===== config.mk =====
export PLATFORM = sky130hd
export DESIGN_NAME = apb3_timer
export DESIGN_NICKNAME = d
export VERILOG_FILES = /design/src/rtl/apb3_timer_pkg.sv /design/src/rtl/timer_prescaler.sv /design/src/rtl/apb3_timer.sv
export SDC_FILE = /design/constraint.sdc
export NUM_CORES = 1
export LEC_CHECK = 0
export BUFFER_PORTS_ARGS = -buffer_cell sky130_fd_sc_hd__buf_2
export CAP_MARGIN = 20
export CORE_MARGIN = 2
export CORE_UTILIZATION = 50
export CTS_CLUSTER_DIAMETER = 100
export DETAILED_ROUTE_END_ITERATION = 6
export GPL_ROUTABILITY_DRIVEN = 1
export GPL_TIMING_DRIVEN = 1
export PLACE_DENSITY_LB_ADDON = 0.12
export SLEW_MARGIN = 20
export SYNTH_ARGS = -nofsm -noshare
export SYNTH_HDL_FRONTEND = slang
export SYNTH_SLANG_ARGS = --single-unit

===== constraint.sdc =====
create_clock -name io_mainClk -period 2.8 [get_ports io_mainClk]
set_clock_uncertainty 0.1 [all_clocks]
set_input_delay 0.42 -clock io_mainClk [delete_from_list [all_inputs] [get_ports io_mainClk]]
set_output_delay 0.42 -clock io_mainClk [all_outputs]
set_load 0.02 [all_outputs]

===== src/rtl/apb3_timer_pkg.sv =====
// Shared definitions for the APB3 timer: register map, field layout and reset values.
package apb3_timer_pkg;

    localparam int ADDR_W = 20;
    localparam int DATA_W = 32;
    localparam int CNT_W  = 16;

    // Word index of each register (PADDR[7:2]).
    localparam logic [5:0] IDX_CTRL = 6'd0;
    localparam logic [5:0] IDX_SR   = 6'd1;
    localparam logic [5:0] IDX_CNT  = 6'd2;
    localparam logic [5:0] IDX_PSC  = 6'd3;
    localparam logic [5:0] IDX_ARR  = 6'd4;
    localparam logic [5:0] IDX_CCR  = 6'd5;
    localparam logic [5:0] IDX_LAST = IDX_CCR;

    localparam int CTRL_CEN_BIT  = 0;
    localparam int CTRL_OPM_BIT  = 1;
    localparam int CTRL_DIR_BIT  = 2;
    localparam int CTRL_UIE_BIT  = 3;
    localparam int CTRL_CCIE_BIT = 4;
    localparam int SR_UIF_BIT    = 0;
    localparam int SR_CCIF_BIT   = 1;

    // Field order matches the bit positions above (LSB last).
    typedef struct packed {
        logic ccie;
        logic uie;
        logic dir;
        logic opm;
        logic cen;
    } ctrl_t;

    typedef struct packed {
        logic ccif;
        logic uif;
    } sr_t;

    localparam ctrl_t            CTRL_RST = '0;
    localparam sr_t              SR_RST   = '0;
    localparam logic [CNT_W-1:0] CNT_RST  = 16'h0000;
    localparam logic [CNT_W-1:0] PSC_RST  = 16'h0000;
    localparam logic [CNT_W-1:0] ARR_RST  = 16'hFFFF;
    localparam logic [CNT_W-1:0] CCR_RST  = 16'h0000;

    function automatic logic idx_mapped(input logic [5:0] idx);
        return idx <= IDX_LAST;
    endfunction

endpackage


===== src/rtl/timer_prescaler.sv =====
// Prescaler: counts enabled cycles and emits a one-cycle tick every PSC+1 of them.
module timer_prescaler
    import apb3_timer_pkg::*;
(
    input  logic             clk,
    input  logic             rst_n,
    input  logic             enable,
    input  logic [CNT_W-1:0] psc,
    input  logic             clear,
    output logic             tick
);

    logic [CNT_W-1:0] pc_q;
    logic [CNT_W-1:0] pc_d;

    assign tick = enable && (pc_q == psc);

    always_comb begin
        pc_d = pc_q;
        if (clear) begin
            pc_d = '0;
        end else if (enable) begin
            pc_d = tick ? '0 : pc_q + 16'd1;
        end
    end

    always_ff @(posedge clk or negedge rst_n) begin
        if (!rst_n) begin
            pc_q <= '0;
        end else begin
            pc_q <= pc_d;
        end
    end

endmodule


===== src/rtl/apb3_timer.sv =====
// APB3 up/down timer with prescaler, auto-reload, compare/PWM output and level interrupt.
module apb3_timer
    import apb3_timer_pkg::*;
(
    input  logic              io_mainClk,
    input  logic              resetCtrl_systemReset,
    input  logic [ADDR_W-1:0] io_apb_PADDR,
    input  logic              io_apb_PSEL,
    input  logic              io_apb_PENABLE,
    input  logic              io_apb_PWRITE,
    input  logic [DATA_W-1:0] io_apb_PWDATA,
    output logic              io_apb_PREADY,
    output logic [DATA_W-1:0] io_apb_PRDATA,
    output logic              io_apb_PSLVERROR,
    output logic              io_pwm,
    output logic              io_interrupt
);

    ctrl_t            ctrl_q, ctrl_d;
    sr_t              sr_q,   sr_d;
    logic [CNT_W-1:0] cnt_q,  cnt_d;
    logic [CNT_W-1:0] psc_q,  psc_d;
    logic [CNT_W-1:0] arr_q,  arr_d;
    logic [CNT_W-1:0] ccr_q,  ccr_d;

    logic [5:0]        reg_idx;
    logic              addr_ok;
    logic              wr_en;
    logic              wr_ctrl, wr_sr, wr_cnt, wr_psc, wr_arr, wr_ccr;
    logic              tick;
    logic [CNT_W-1:0]  cnt_hw;
    logic              uif_set;
    logic              ccif_set;
    logic [DATA_W-1:0] rd_data;
    logic              bus_unused;

    assign bus_unused = ^{io_apb_PADDR[ADDR_W-1:8], io_apb_PADDR[1:0], io_apb_PWDATA[DATA_W-1:CNT_W]};

    // APB handshake: PREADY is tied high, so every access completes in its first
    // access-phase cycle; a write commits on the edge with PSEL & PENABLE & PWRITE,
    // and unmapped offsets answer with PSLVERROR and leave all state untouched.
    assign reg_idx = io_apb_PADDR[7:2];
    assign addr_ok = idx_mapped(reg_idx);
    assign wr_en   = io_apb_PSEL && io_apb_PENABLE && io_apb_PWRITE && addr_ok;

    assign wr_ctrl = wr_en && (reg_idx == IDX_CTRL);
    assign wr_sr   = wr_en && (reg_idx == IDX_SR);
    assign wr_cnt  = wr_en && (reg_idx == IDX_CNT);
    assign wr_psc  = wr_en && (reg_idx == IDX_PSC);
    assign wr_arr  = wr_en && (reg_idx == IDX_ARR);
    assign wr_ccr  = wr_en && (reg_idx == IDX_CCR);

    timer_prescaler u_prescaler (
        .clk    (io_mainClk),
        .rst_n  (resetCtrl_systemReset),
        .enable (ctrl_q.cen),
        .psc    (psc_q),
        .clear  (wr_psc || wr_cnt),
        .tick   (tick)
    );

    always_comb begin
        cnt_hw  = cnt_q;
        uif_set = 1'b0;
        if (tick) begin
            if (!ctrl_q.dir) begin
                if (cnt_q == arr_q) begin
                    cnt_hw  = '0;
                    uif_set = 1'b1;
                end else begin
                    cnt_hw = cnt_q + 16'd1;
                end
            end else begin
                if (cnt_q == '0) begin
                    cnt_hw  = arr_q;
                    uif_set = 1'b1;
                end else begin
                    cnt_hw = cnt_q - 16'd1;
                end
            end
        end
        ccif_set = tick && (cnt_hw == ccr_q);
    end

    // Bus writes to CTRL/CNT override hardware; hardware flag sets override W1C.
    always_comb begin
        ctrl_d = ctrl_q;
        if (uif_set && ctrl_q.opm) begin
            ctrl_d.cen = 1'b0;
        end
        if (wr_ctrl) begin
            ctrl_d = ctrl_t'(io_apb_PWDATA[4:0]);
        end

        sr_d = sr_q;
        if (wr_sr) begin
            sr_d.uif  = sr_q.uif  & ~io_apb_PWDATA[SR_UIF_BIT];
            sr_d.ccif = sr_q.ccif & ~io_apb_PWDATA[SR_CCIF_BIT];
        end
        if (uif_set) begin
            sr_d.uif = 1'b1;
        end
        if (ccif_set) begin
            sr_d.ccif = 1'b1;
        end

        cnt_d = wr_cnt ? io_apb_PWDATA[CNT_W-1:0] : cnt_hw;
        psc_d = wr_psc ? io_apb_PWDATA[CNT_W-1:0] : psc_q;
        arr_d = wr_arr ? io_apb_PWDATA[CNT_W-1:0] : arr_q;
        ccr_d = wr_ccr ? io_apb_PWDATA[CNT_W-1:0] : ccr_q;
    end

    always_ff @(posedge io_mainClk or negedge resetCtrl_systemReset) begin
        if (!resetCtrl_systemReset) begin
            ctrl_q <= CTRL_RST;
            sr_q   <= SR_RST;
            cnt_q  <= CNT_RST;
            psc_q  <= PSC_RST;
            arr_q  <= ARR_RST;
            ccr_q  <= CCR_RST;
        end else begin
            ctrl_q <= ctrl_d;
            sr_q   <= sr_d;
            cnt_q  <= cnt_d;
            psc_q  <= psc_d;
            arr_q  <= arr_d;
            ccr_q  <= ccr_d;
        end
    end

    always_comb begin
        rd_data = '0;
        case (reg_idx)
            IDX_CTRL: rd_data = {27'd0, ctrl_q};
            IDX_SR:   rd_data = {30'd0, sr_q};
            IDX_CNT:  rd_data = {16'd0, cnt_q};
            IDX_PSC:  rd_data = {16'd0, psc_q};
            IDX_ARR:  rd_data = {16'd0, arr_q};
            IDX_CCR:  rd_data = {16'd0, ccr_q};
            default:  rd_data = '0;
        endcase
    end

    assign io_apb_PREADY    = 1'b1;
    assign io_apb_PRDATA    = (io_apb_PSEL && !io_apb_PWRITE && addr_ok) ? rd_data : '0;
    assign io_apb_PSLVERROR = io_apb_PSEL && !addr_ok;

    assign io_interrupt = (sr_q.uif && ctrl_q.uie) || (sr_q.ccif && ctrl_q.ccie);
    assign io_pwm       = cnt_q < ccr_q;

endmodule


# Yosys cells after proc, flatten, opt, wreduce, memory -nomap -nowiden
# Index checks and enable logic that the tools add are counted.
totals:
  regBits: 87
  in_bits: 57
  output_inout_bits: 36
  word_cells: 75
classes:
  add_sub_neg: 3
  magnitude_cmp: 2
  n_eq_ne: 8
  mux: 19
  n_bitwise: 4
  reduce_logical: 27
ops:
  columns: ["op", "n"]
  rows:
  - ["2-to-1 mux 16 bit", 8]
  - ["case mux 16 bit (6 select lines)", 1]
  - ["== test 16 bit", 3]
  - ["adder 16 x 1 -> 16 bit, second input constant", 2]
  - ["2-to-1 mux 32 bit", 1]
  - ["logical AND 1 bit", 17]
  - ["logical NOT 16 bit", 1]
  - ["less-than comparator 16 bit", 1]
  - ["subtractor 16 x 1 -> 16 bit, second input constant", 1]
  - ["== test 6 x 2 -> 1 bit, second input constant", 2]
  - ["== test 6 x 3 -> 1 bit, second input constant", 2]
  - ["2-to-1 mux 1 bit", 8]
  - ["nonzero test 2 bit", 4]
  - ["== test 6 x 1 -> 1 bit, second input constant", 1]
  - ["less-or-equal comparator 6 x 3 -> 1 bit, second input constant", 1]
  - ["logical NOT 6 bit", 1]
  - ["AND 1 bit", 2]
  - ["logical NOT 1 bit", 2]
  - ["logical OR 1 bit", 2]
  - ["2-to-1 mux 2 bit", 1]
  - ["NOT 1 bit", 2]

# Depth between registers and ports, before layout
# Gate-level depths: netlist (run 1).
depth:
  word_depth: 7
  ltp_mapped: 13
  depth_no_buf: 11

# Hierarchy
# A second synthesis (run 1) with hierarchy kept.
unflattened:
  cells_unflattened: 787
  hier_area_um2: 6784.0
modules_own_cells:
  columns: ["mod", "n_inst", "cells_per_inst", "area_per_inst_um2", "seq_area_each_um2"]
  rows:
  - ["apb3_timer", 1, 664, 5684.2, 1796.7]
  - ["timer_prescaler", 1, 123, 1099.8, 400.4]

# Least setup slack after synthesis (run 1)
# No wires, ideal clock.
synth_timing:
  path_type: "reg-to-output"
  startpoint: "reg cnt_q[0]"
  endpoint: "out io_pwm"
  t_arrival_ns: 2.453
  required_ns: 2.280
  path_slack_ns: -0.173
  stages_incl_launch_ff: 11
  n_path_buf: 1
  cell_sequence: "dfrtp_1 -> clkbuf_1 -> nand2b_1 -> a21o_1 -> a21o_1 -> a21o_1 -> a21o_1 -> a21o_1 -> a211oi_1 -> o31ai_1 -> a221oi_1"
synth_via:
  elab_chain_len: 1
synth_lines:
  columns: ["item", "line_no", "rtl"]
  rows:
  - ["from (decl)", "apb3_timer.sv:21", "logic [CNT_W-1:0] cnt_q, cnt_d;"]
  - ["from (signal assigned)", "apb3_timer.sv:124", "cnt_q <= cnt_d;"]
  - ["less-than comparator 16 bit", "apb3_timer.sv:149", "assign io_pwm = cnt_q < ccr_q;"]
  - ["to (decl)", "apb3_timer.sv:15", "output logic io_pwm,"]
# Every way passes these cells.

# Final worst setup path (run 1)
layout_timing:
  startpoint: "reg ccr_q[1]"
  endpoint: "out io_pwm"
layout_via:
  elab_chain_len: 1
layout_lines:
  columns: ["item", "line_no", "rtl"]
  rows:
  - ["from (decl)", "apb3_timer.sv:24", "logic [CNT_W-1:0] ccr_q, ccr_d;"]
  - ["from (signal assigned)", "apb3_timer.sv:127", "ccr_q <= ccr_d;"]
  - ["less-than comparator 16 bit", "apb3_timer.sv:149", null]
# Every way passes these cells.

==> results.json, run 1 <==
{
  "synthTopCellsByArea": "dfrtp_1 27%, mux2_2 8.8%, dfstp_2 6.3%",
  "crit_path_cell_trace": "inv_1 > ha_1 > a21o_1 > a21o_1 > a21o_1 > a21o_1 > a21o_1 > a211oi_2 > o31ai_2 > a221oi_2 > buf_4",
  "fill_cells": 1166,
  "met1_usage_pct": 40.94,
  "crit_fanout": 2,
  "nets": 944,
  "ys_async_sr_fraction_pct": 100.0,
  "grt_use_total_pct": 30.15,
  "grt_antenna_before_repair": 0,
  "area_growth_syn_to_layout_pct": 24.27,
  "coreArea_um2": 13140,
  "timing.slew.headroom_pct": 57.95,
  "crit_type": "flop to output pin",
  "p_per_area_nw_per_um2": 350.6,
  "antenna_cells": 0,
  "floorplan.initialDensity_pct": 50.90,
  "cp.depth": 11,
  "io_buffers": 45,
  "use_met3_pct": 3.897,
  "start_kind": "flop",
  "drtAntennaViolNets": 0,
  "setup_viol": 2,
  "rsz0062_at_grt": "yes",
  "top_usage_layer": "met2",
  "ys_seq_area_share_pct": 32.86,
  "dr_total_vias": 6076,
  "cp.required_ns": 2.28,
  "finalHoldWorstSlack_ns": -0.004317,
  "regToRegSetupSlack_ns": -0.09,
  "post-route-drc-count": 0,
  "cts_buffer_depth": 2,
  "hp-class": "input pin to async pin",
  "synth_warnings": 0,
  "crit_path_end_kind": "output pin",
  "clock-root-buffer": "clkbuf_16",
  "grt_pass1_vias": 6024,
  "grt_pass1_wl_um": 33140,
  "htreeDepth": 3,
  "cp_num_buf_inv": 2,
  "netlist-cell-type-count": 87,
  "finalHoldViolations": 5,
  "clk_pin_slew_worst_paths_ns": 0.06,
  "dp_hpwl_um": 16450,
  "synth.top_cell.area_share_pct": 26.57,
  "drt-wirelength-per-cell_um": 19.95,
  "globalplace.congestion": 0.9167,
  "io-pin-count": 93,
  "drive_gt1_share_pct": 35.51,
  "slowest_delay_ns": 0.34,
  "synth_edf_count": 0,
  "die_x_um": 119.6,
  "synth.most_common_cell": "dfrtp_1",
  "syn_area_per_cell_um2": 9.223,
  "irDropWorstVdd_v": 0.0003288,
  "worstMarginPinSlew_ns": 0.6308,
  "layout_min_cycle_time_ns": 3.170,
  "grt_max_degree": 48,
  "fmax_ghz": 0.3154,
  "yosys.area.top_type": "dfrtp_1",
  "grt_overflow_total": 0,
  "first_pass_iters": 7,
  "slew_violations": 0,
  "grt_use_met2_pct": 50.14,
  "crit_family": "compound AO/OA/AOI/OAI gates",
  "rows": 42,
  "cts_sinks": 87,
  "wl_um": 20930,
  "status": "finished, violations left",
  "drv_cap": 0,
  "violations": "hold timing, setup timing",
  "setup_ws_ns": -0.3703,
  "cts_tree": "done",
  "finalCritPeriodShare_pct": 113.2,
  "die_area_um2": 14310,
  "instances_no_fill": 1049,
  "viasPerCell": 5.792,
  "crit_arrival_ns": 2.65,
  "ys.flop_type": "dfrtp_1",
  "die_h_um": 119.6,
  "clk_latency_ns": 0.34,
  "r2r_cells": 9,
  "syn_inst": 725,
  "crit_path_frequent_cell": "a21o_1",
  "place_ws_ns": -0.1962,
  "synth-seq-cells": 87,
  "critical-path-slowest-cell": "dfrtp_1",
  "cts-buffers-inserted": 9,
  "synthTopCellsByCount": "71 x dfrtp_1, 69 x nor2_1, 52 x mux2_2",
  "synth_area_um2": 6686,
  "drt_iter0_drc": 495,
  "utilization_pct": 63.25,
  "place_inst": 1022,
  "leakagePower_nw": 3.801
}
[worst register-to-register path: stages, from the launching register on]
cell       delay [ns]
dfrtp_1          0.45
xnor2_1          0.28
nand4_1          0.24
o41ai_4          0.47
buf_4            0.22
o22ai_2          0.10
xnor2_1          0.31
o2111ai_1        0.19
a2111oi_2        0.27
a31o_1           0.19
[area by class of cell]
cell class	count	area (um2)	share of cell area, %
repair buffers	178	1270	15.28
flip-flops and latches	87	2197	26.44
clock buffers	10	229.0	2.756
multi-input cells	566	4202	50.56
clock inverters	6	93.84	1.129
well taps	176	220.2	2.650
inverters	26	97.59	1.175
[worst paths after layout]
check	start	endpoint
setup / recovery	ccr_q[1]$_DFFE_PN0P_	io_pwm
hold / removal	resetCtrl_systemReset	psc_q[2]$_DFFE_PN0P_
setup reg to reg	cnt_q[10]$_DFF_PN0_	sr_q[1]$_DFFE_PN0P_
hold reg to reg	sr_q[0]$_DFFE_PN0P_	sr_q[0]$_DFFE_PN0P_
max in group asynchronous	resetCtrl_systemReset	arr_q[14]$_DFFE_PN1P_
min in group io_mainClk	io_apb_PWDATA[0]	arr_q[0]$_DFFE_PN1P_
[sequential cells by signal, summed over array words and instances, names as in the netlist]
| register | flops |
|---|---|
| u_prescaler.pc_q | 16 |
| psc_q | 16 |
| ctrl_q | 5 |
| ccr_q | 16 |
| sr_q | 2 |
| arr_q | 16 |
| cnt_q | 16 |
[layer usage]
layer  vias to the layer above  part of all wire, %
li1                       2865                    -
met1                      3011                   45
met2                       169                   48
met3                        31                  4.0
met4                         0                  2.2
met5                         -                    0
[power breakdown]
group,switching [mW],internal (mW)
Combinational,0.190,0.120
Clock,0.525,0.789
Sequential,0.0165,1.27
Total,0.731,2.18
[through the flow]
| step | setup TNS, ns | instance area (um2) | total power [mW] | hold slack (ns) |
|---|---|---|---|---|
| floorplan | 0 | 6756 | 1.496 | 0.02441 |
| global placement | -0.3087 | 7779 | 1.605 | 0.3711 |
| detailed placement | -0.3225 | 7779 | 1.612 | 0.3759 |
| global route | -0.7266 | 8309 | 3.007 | 0.04165 |
| finish | -0.4606 | 8309 | 2.913 | -0.004317 |
| CTS | -0.4151 | 8202 | 2.928 | 0.006652 |
[logic make-up (layout without fill, tap and decap cells)]
kind of cell	after synthesis	in the layout	share of synthesized area, %
AO/OA/AOI/OAI	152	152	16.65
XOR/XNOR	62	62	8.121
adder cells (fa/ha/maj)	19	19	3.555
buffers and inverters	87	220	7.186
flip-flops	87	87	32.86
multiplexers	81	81	13.10
other	2	17	0.1123
AND/OR/NAND/NOR	235	235	18.41
[cells in the final DEF (no fill, tap or decap), types with 9 or more instances in the layout]
cell       instances
conb_1            17
buf_4            131
dfstp_2           16
nand4_1           16
a21oi_1           17
ha_1              19
nor2_1            69
buf_2             43
mux2i_1           29
o22a_1            11
nor3_1            19
a21o_1            10
o21ai_0           36
clkbuf_16          9
nand2_1           46
dfrtp_1           71
mux2_2            52
xnor2_1           43
xor2_1            18
inv_1             23
nand3_1           22
[repair_timing]
action,CTS,global route
endpoints found under the hold margin,0,0
setup buffers,4,7
hold buffers,0,0
endpoints found under the setup margin,2,3
resized for setup,16,13
pin swaps,13,11
Power figures use the tool's default switching activity.
==> run 2: changes to the inputs <==
--- a/config.mk
+++ b/config.mk
@@ -14,6 +14,7 @@
 export GPL_ROUTABILITY_DRIVEN = 1
 export GPL_TIMING_DRIVEN = 1
 export PLACE_DENSITY_LB_ADDON = 0.12
+export SETUP_SLACK_MARGIN = 0.3
 export SLEW_MARGIN = 20
 export SYNTH_ARGS = -nofsm -noshare
 export SYNTH_HDL_FRONTEND = slang
==> results.json, run 2 (synthesized netlist as in run 1, its figures left out) <==
{
  "status": "finished, violations left",
  "violations": "setup timing",
  "die_h_um": 119.6,
  "grt_pass1_wl_um": 35440,
  "clk_pin_slew_worst_paths_ns": 0.06,
  "crit_type": "flop to output pin",
  "nets": 977,
  "r2r-start": "cnt_q[2]$_DFF_PN0_",
  "io_buffers": 45,
  "instances_no_fill": 1082,
  "r2r_cells": 13,
  "drive_gt1_share_pct": 45.03,
  "worstHoldPathCells": 3,
  "crit_path_cell_trace": "inv_1 > ha_1 > a21o_1 > a21o_1 > a21o_1 > a21o_1 > a21o_1 > a211oi_2 > o31ai_1 > a221oi_2 > buf_4",
  "clock-root-buffer": "clkbuf_16",
  "start_kind": "flop",
  "drt-wirelength-per-cell_um": 21.34,
  "grt_overflow_total": 0,
  "place_inst": 1043,
  "die_area_um2": 14310,
  "drv_cap": 0,
  "grt_use_total_pct": 32.12,
  "grt_max_degree": 35,
  "irDropWorstVdd_v": 0.0002316,
  "first_pass_iters": 6,
  "crit_arrival_ns": 2.70,
  "viasPerCell": 5.947,
  "crit_path_end_kind": "output pin",
  "htreeDepth": 3,
  "dp_hpwl_um": 17170,
  "critical-path-slowest-cell": "dfrtp_1",
  "timing.slew.headroom_pct": 63.82,
  "final_cell_mix": "142 x buf_4, 69 x dfrtp_1, 51 x mux2_2",
  "finalHoldViolations": 0,
  "finalCritPeriodShare_pct": 114.8,
  "drt_iter0_drc": 545,
  "crit_fanout": 2,
  "leakagePower_nw": 4.066,
  "setup_tns_ns": -0.6131,
  "p_per_area_nw_per_um2": 315.5,
  "cp.required_ns": 2.28,
  "cts_sinks": 87,
  "rows": 42,
  "regToRegSetupSlack_ns": -0.20,
  "cts-buffers-inserted": 9,
  "cp_num_buf_inv": 2,
  "fill_cells": 1044,
  "mostFrequentLayoutCell": "buf_4",
  "setup_viol": 2,
  "clk_latency_ns": 0.35,
  "setup_ws_ns": -0.4153,
  "globalplace.congestion": 0.9517,
  "grt_pass1_vias": 6362,
  "slew_violations": 0,
  "fmax_ghz": 0.3110,
  "crit_family": "compound AO/OA/AOI/OAI gates",
  "min_from": "io_apb_PWDATA[0]",
  "antenna_cells": 0,
  "coreArea_um2": 13140,
  "cts_tree": "done",
  "hold-path-endpoint": "arr_q[0]$_DFFE_PN1P_",
  "crit_path_frequent_cell": "a21o_1",
  "wl_um": 23090,
  "hp-class": "input pin to flop",
  "drtAntennaViolNets": 0,
  "cts_buffer_depth": 2,
  "die_x_um": 119.6,
  "utilization_pct": 70.13,
  "area_growth_syn_to_layout_pct": 37.80,
  "rsz0062_at_grt": "yes",
  "slowest_delay_ns": 0.35,
  "dr_total_vias": 6435,
  "floorplan.initialDensity_pct": 50.90,
  "post-route-drc-count": 0,
  "layout_min_cycle_time_ns": 3.215,
  "grt_antenna_before_repair": 0,
  "r2r_end": "sr_q[1]$_DFFE_PN0P_",
  "cp.depth": 11,
  "io-pin-count": 93,
  "worstMarginPinSlew_ns": 0.5371
}
## run 2: changes by cell type in the layout (fill, tap and decap cells not counted), moves of 4 or more
cell     previous run  this run
nor2_1             69        47
buf_4             131       142
nor4_2              2         6
a21oi_1            17        12
xnor2_1            43        38
buf_6               1        35
nand2_2             0         4
nor2_2              0         5
o21ai_0            36        26
nor2_4              0        17
buf_2              43        26
nand2_1            46        41
o21ai_1             6        11
xnor2_2             0         5
## run 2: worst max-delay path by stage
| stage | slack [ns] | to | from |
|---|---|---|---|
| floorplan | 0.08 | io_pwm | cnt_q[0]$_DFF_PN0_ |
| global placement | -0.14 | sr_q[1]$_DFFE_PN0P_ | arr_q[8]$_DFFE_PN1P_ |
| detailed placement | -0.16 | sr_q[1]$_DFFE_PN0P_ | arr_q[8]$_DFFE_PN1P_ |
| CTS | -0.45 | io_pwm | ccr_q[1]$_DFFE_PN0P_ |
| global route | -0.47 | io_pwm | ccr_q[1]$_DFFE_PN0P_ |
| finish | -0.42 | io_pwm | ccr_q[1]$_DFFE_PN0P_ |
## run 2: repair_timing
action / 4_1_cts / 5_1_grt
endpoints found under the hold margin: 24 / 0
buffers inserted: 12 / 9
hold buffers: 1 / 0
pin swaps: 26 / 39
endpoints found under the setup margin: 25 / 33
cloned: 1 / 0
resized for setup: 56 / 110
## run 2: report_power, final
| part | switching [mW] | internal, mW |
|---|---|---|
| clock network | 0.535 | 0.723 |
| logic | 0.212 | 0.143 |
| registers | 0.0207 | 1.27 |
| total | 0.767 | 2.14 |
## run 2: tightest hold or removal path: stages
cell and delay [ns]:
buf_2 0.13, nand2_1 0.06, o21ai_0 0.07
## run 2: layout make-up
type	instances	area [um2]	share of cell area, %
Inverter	26	100.1	1.086
Clock inverter	6	66.31	0.7197
Sequential cell	87	2200	23.87
Tap cell	176	220.2	2.390
Clock buffer	10	239.0	2.594
Multi-Input combinational cell	566	4646	50.42
Timing Repair Buffer	211	1743	18.92
## run 2: per-stage QoR
stage | instance area, um2 | setup slack [ns] | hold slack [ns] | power, mW
2_1_floorplan | 6869 | 0.08434 | 0.02441 | 1.499
3_3_place_gp | 8046 | -0.1392 | 0.3112 | 1.616
3_5_place_dp | 8046 | -0.1624 | 0.3150 | 1.625
4_1_cts | 8736 | -0.4467 | 0.2277 | 2.889
5_1_grt | 9214 | -0.4704 | 0.2527 | 2.996
6_report | 9214 | -0.4153 | 0.2451 | 2.907
## run 2: metal layers
metal,track usage [%],vias up,wire [um]
li1,-,2934,-
met5,0,-,0
met1,42.90,3189,9781
met2,53.79,248,11260
met4,10.81,0,771
met3,4.373,64,1270
==> run 3: changes to the inputs <==
--- a/config.mk
+++ b/config.mk
@@ -15,6 +15,7 @@
 export GPL_TIMING_DRIVEN = 1
 export PLACE_DENSITY_LB_ADDON = 0.12
 export SETUP_SLACK_MARGIN = 0.3
+export SKIP_CTS_REPAIR_TIMING = 1
 export SLEW_MARGIN = 20
 export SYNTH_ARGS = -nofsm -noshare
 export SYNTH_HDL_FRONTEND = slang
==> results.json, run 3 (synthesized netlist as in run 1, its figures left out) <==
{
  "r2r-start": "cnt_q[2]$_DFF_PN0_",
  "grt_antenna_before_repair": 1,
  "htreeDepth": 3,
  "viasPerCell": 5.973,
  "timing.slew.headroom_pct": 63.59,
  "setup_tns_ns": -0.7107,
  "cp-startpoint": "cnt_q[1]$_DFF_PN0_",
  "place_inst": 1043,
  "grt_overflow_total": 0,
  "dp_hpwl_um": 17170,
  "cts_tree": "done",
  "grt_max_degree": 35,
  "floorplan.initialDensity_pct": 50.90,
  "cp.required_ns": 2.28,
  "clk_latency_ns": 0.35,
  "post-route-drc-count": 0,
  "rows": 42,
  "clock-root-buffer": "clkbuf_16",
  "mostFrequentLayoutCell": "buf_4",
  "irDropWorstVdd_v": 0.0002325,
  "grt_pass1_wl_um": 34350,
  "instances_no_fill": 1083,
  "crit_fanout": 3,
  "dr_total_vias": 6469,
  "violations": "setup timing",
  "place_area_um2": 8046,
  "worstMarginPinSlew_ns": 0.5404,
  "cts-buffers-inserted": 9,
  "drt-wirelength-per-cell_um": 21.27,
  "slew_violations": 0,
  "finish.instance_area_um2": 9164,
  "hp-class": "input pin to flop",
  "setup_viol": 3,
  "area_growth_syn_to_layout_pct": 37.05,
  "leakagePower_nw": 4.064,
  "cts_buffer_depth": 2,
  "antenna_cells": 0,
  "drive_gt1_share_pct": 44.54,
  "crit_arrival_ns": 2.68,
  "fmax_ghz": 0.3127,
  "crit_type": "flop to output pin",
  "finalHoldWorstSlack_ns": 0.2388,
  "place_ws_ns": -0.1624,
  "drv_cap": 0,
  "globalplace.congestion": 0.9517,
  "final_cell_mix": "152 x buf_4, 67 x dfrtp_1, 51 x mux2_2",
  "start_kind": "flop",
  "nets": 978,
  "cts_sinks": 87,
  "rsz0062_at_grt": "yes",
  "drtAntennaViolNets": 0,
  "wl_um": 23040,
  "die_x_um": 119.6,
  "drt_iter0_drc": 581,
  "crit_path_end_kind": "output pin",
  "die_h_um": 119.6,
  "first_pass_iters": 5,
  "die_area_um2": 14310,
  "grt_use_total_pct": 31.24,
  "layout_min_cycle_time_ns": 3.198,
  "io_buffers": 45,
  "grt_pass1_vias": 6139,
  "fill_cells": 1026,
  "clk_pin_slew_worst_paths_ns": 0.07,
  "p_per_area_nw_per_um2": 316.9,
  "finalHoldViolations": 0,
  "status": "finished, violations left",
  "coreArea_um2": 13140,
  "min_from": "io_apb_PWDATA[0]",
  "setup_ws_ns": -0.3983,
  "io-pin-count": 93,
  "finalCritPeriodShare_pct": 114.2
}
==> run 3: cell count changes in the layout (fill, tap and decap cells not counted), sizes merged <==
cell and change:
clkbuf +1
==> run 3: area by class of cell <==
type | count | area [um2] | share of cell area [%]
well taps | 176 | 220.2 | 2.403
inverters | 26 | 100.1 | 1.092
repair buffers | 212 | 1708 | 18.64
flip-flops and latches | 87 | 2202 | 24.03
clock inverters | 6 | 66.31 | 0.7236
clock buffers | 10 | 239.0 | 2.608
multi-input cells | 566 | 4628 | 50.51
==> run 3: per-layer routing <==
metal  GRT usage, %  vias to the layer above  wire length (um)
met2          51.61                      258             11340
li1               -                     2951                 -
met1          42.54                     3218              9905
met5              0                        -                14
met4          10.22                        2               521
met3          4.087                       40              1255
==> run 3: final timing paths <==
check,slack [ns],depth (start not counted),end
min in group asynchronous,0.48,2,cnt_q[10]$_DFF_PN0_
min reg2reg,0.42,1,sr_q[0]$_DFFE_PN0P_
max in group asynchronous,1.47,3,arr_q[1]$_DFFE_PN1P_
max reg2reg,-0.29,10,sr_q[1]$_DFFE_PN0P_
max,-0.40,10,io_pwm
min,0.24,3,arr_q[0]$_DFFE_PN1P_
==> run 3: critical path, cell delays in order, from the launching register on <==
cell	delay [ns]
dfrtp_1	0.40
ha_1	0.28
a21o_1	0.18
a21o_1	0.15
a21o_1	0.15
a21o_1	0.17
a21o_1	0.16
a211oi_2	0.26
o31ai_2	0.11
a221oi_2	0.29
buf_4	0.19
==> run 3: through the flow <==
stage | utilization, % | power, mW
2_1_floorplan | - | 1.499
3_3_place_gp | 61.25 | 1.616
3_5_place_dp | 61.25 | 1.625
4_1_cts | 63.57 | 2.871
5_1_grt | 69.75 | 2.997
6_report | 69.75 | 2.904
==> run 3: report_power, final <==
part / internal (mW) / switching, mW / total (mW)
combinational: 0.142 / 0.210 / 0.352
clock: 0.723 / 0.535 / 1.26
sequential: 1.27 / 0.0209 / 1.29
total: 2.14 / 0.766 / 2.90
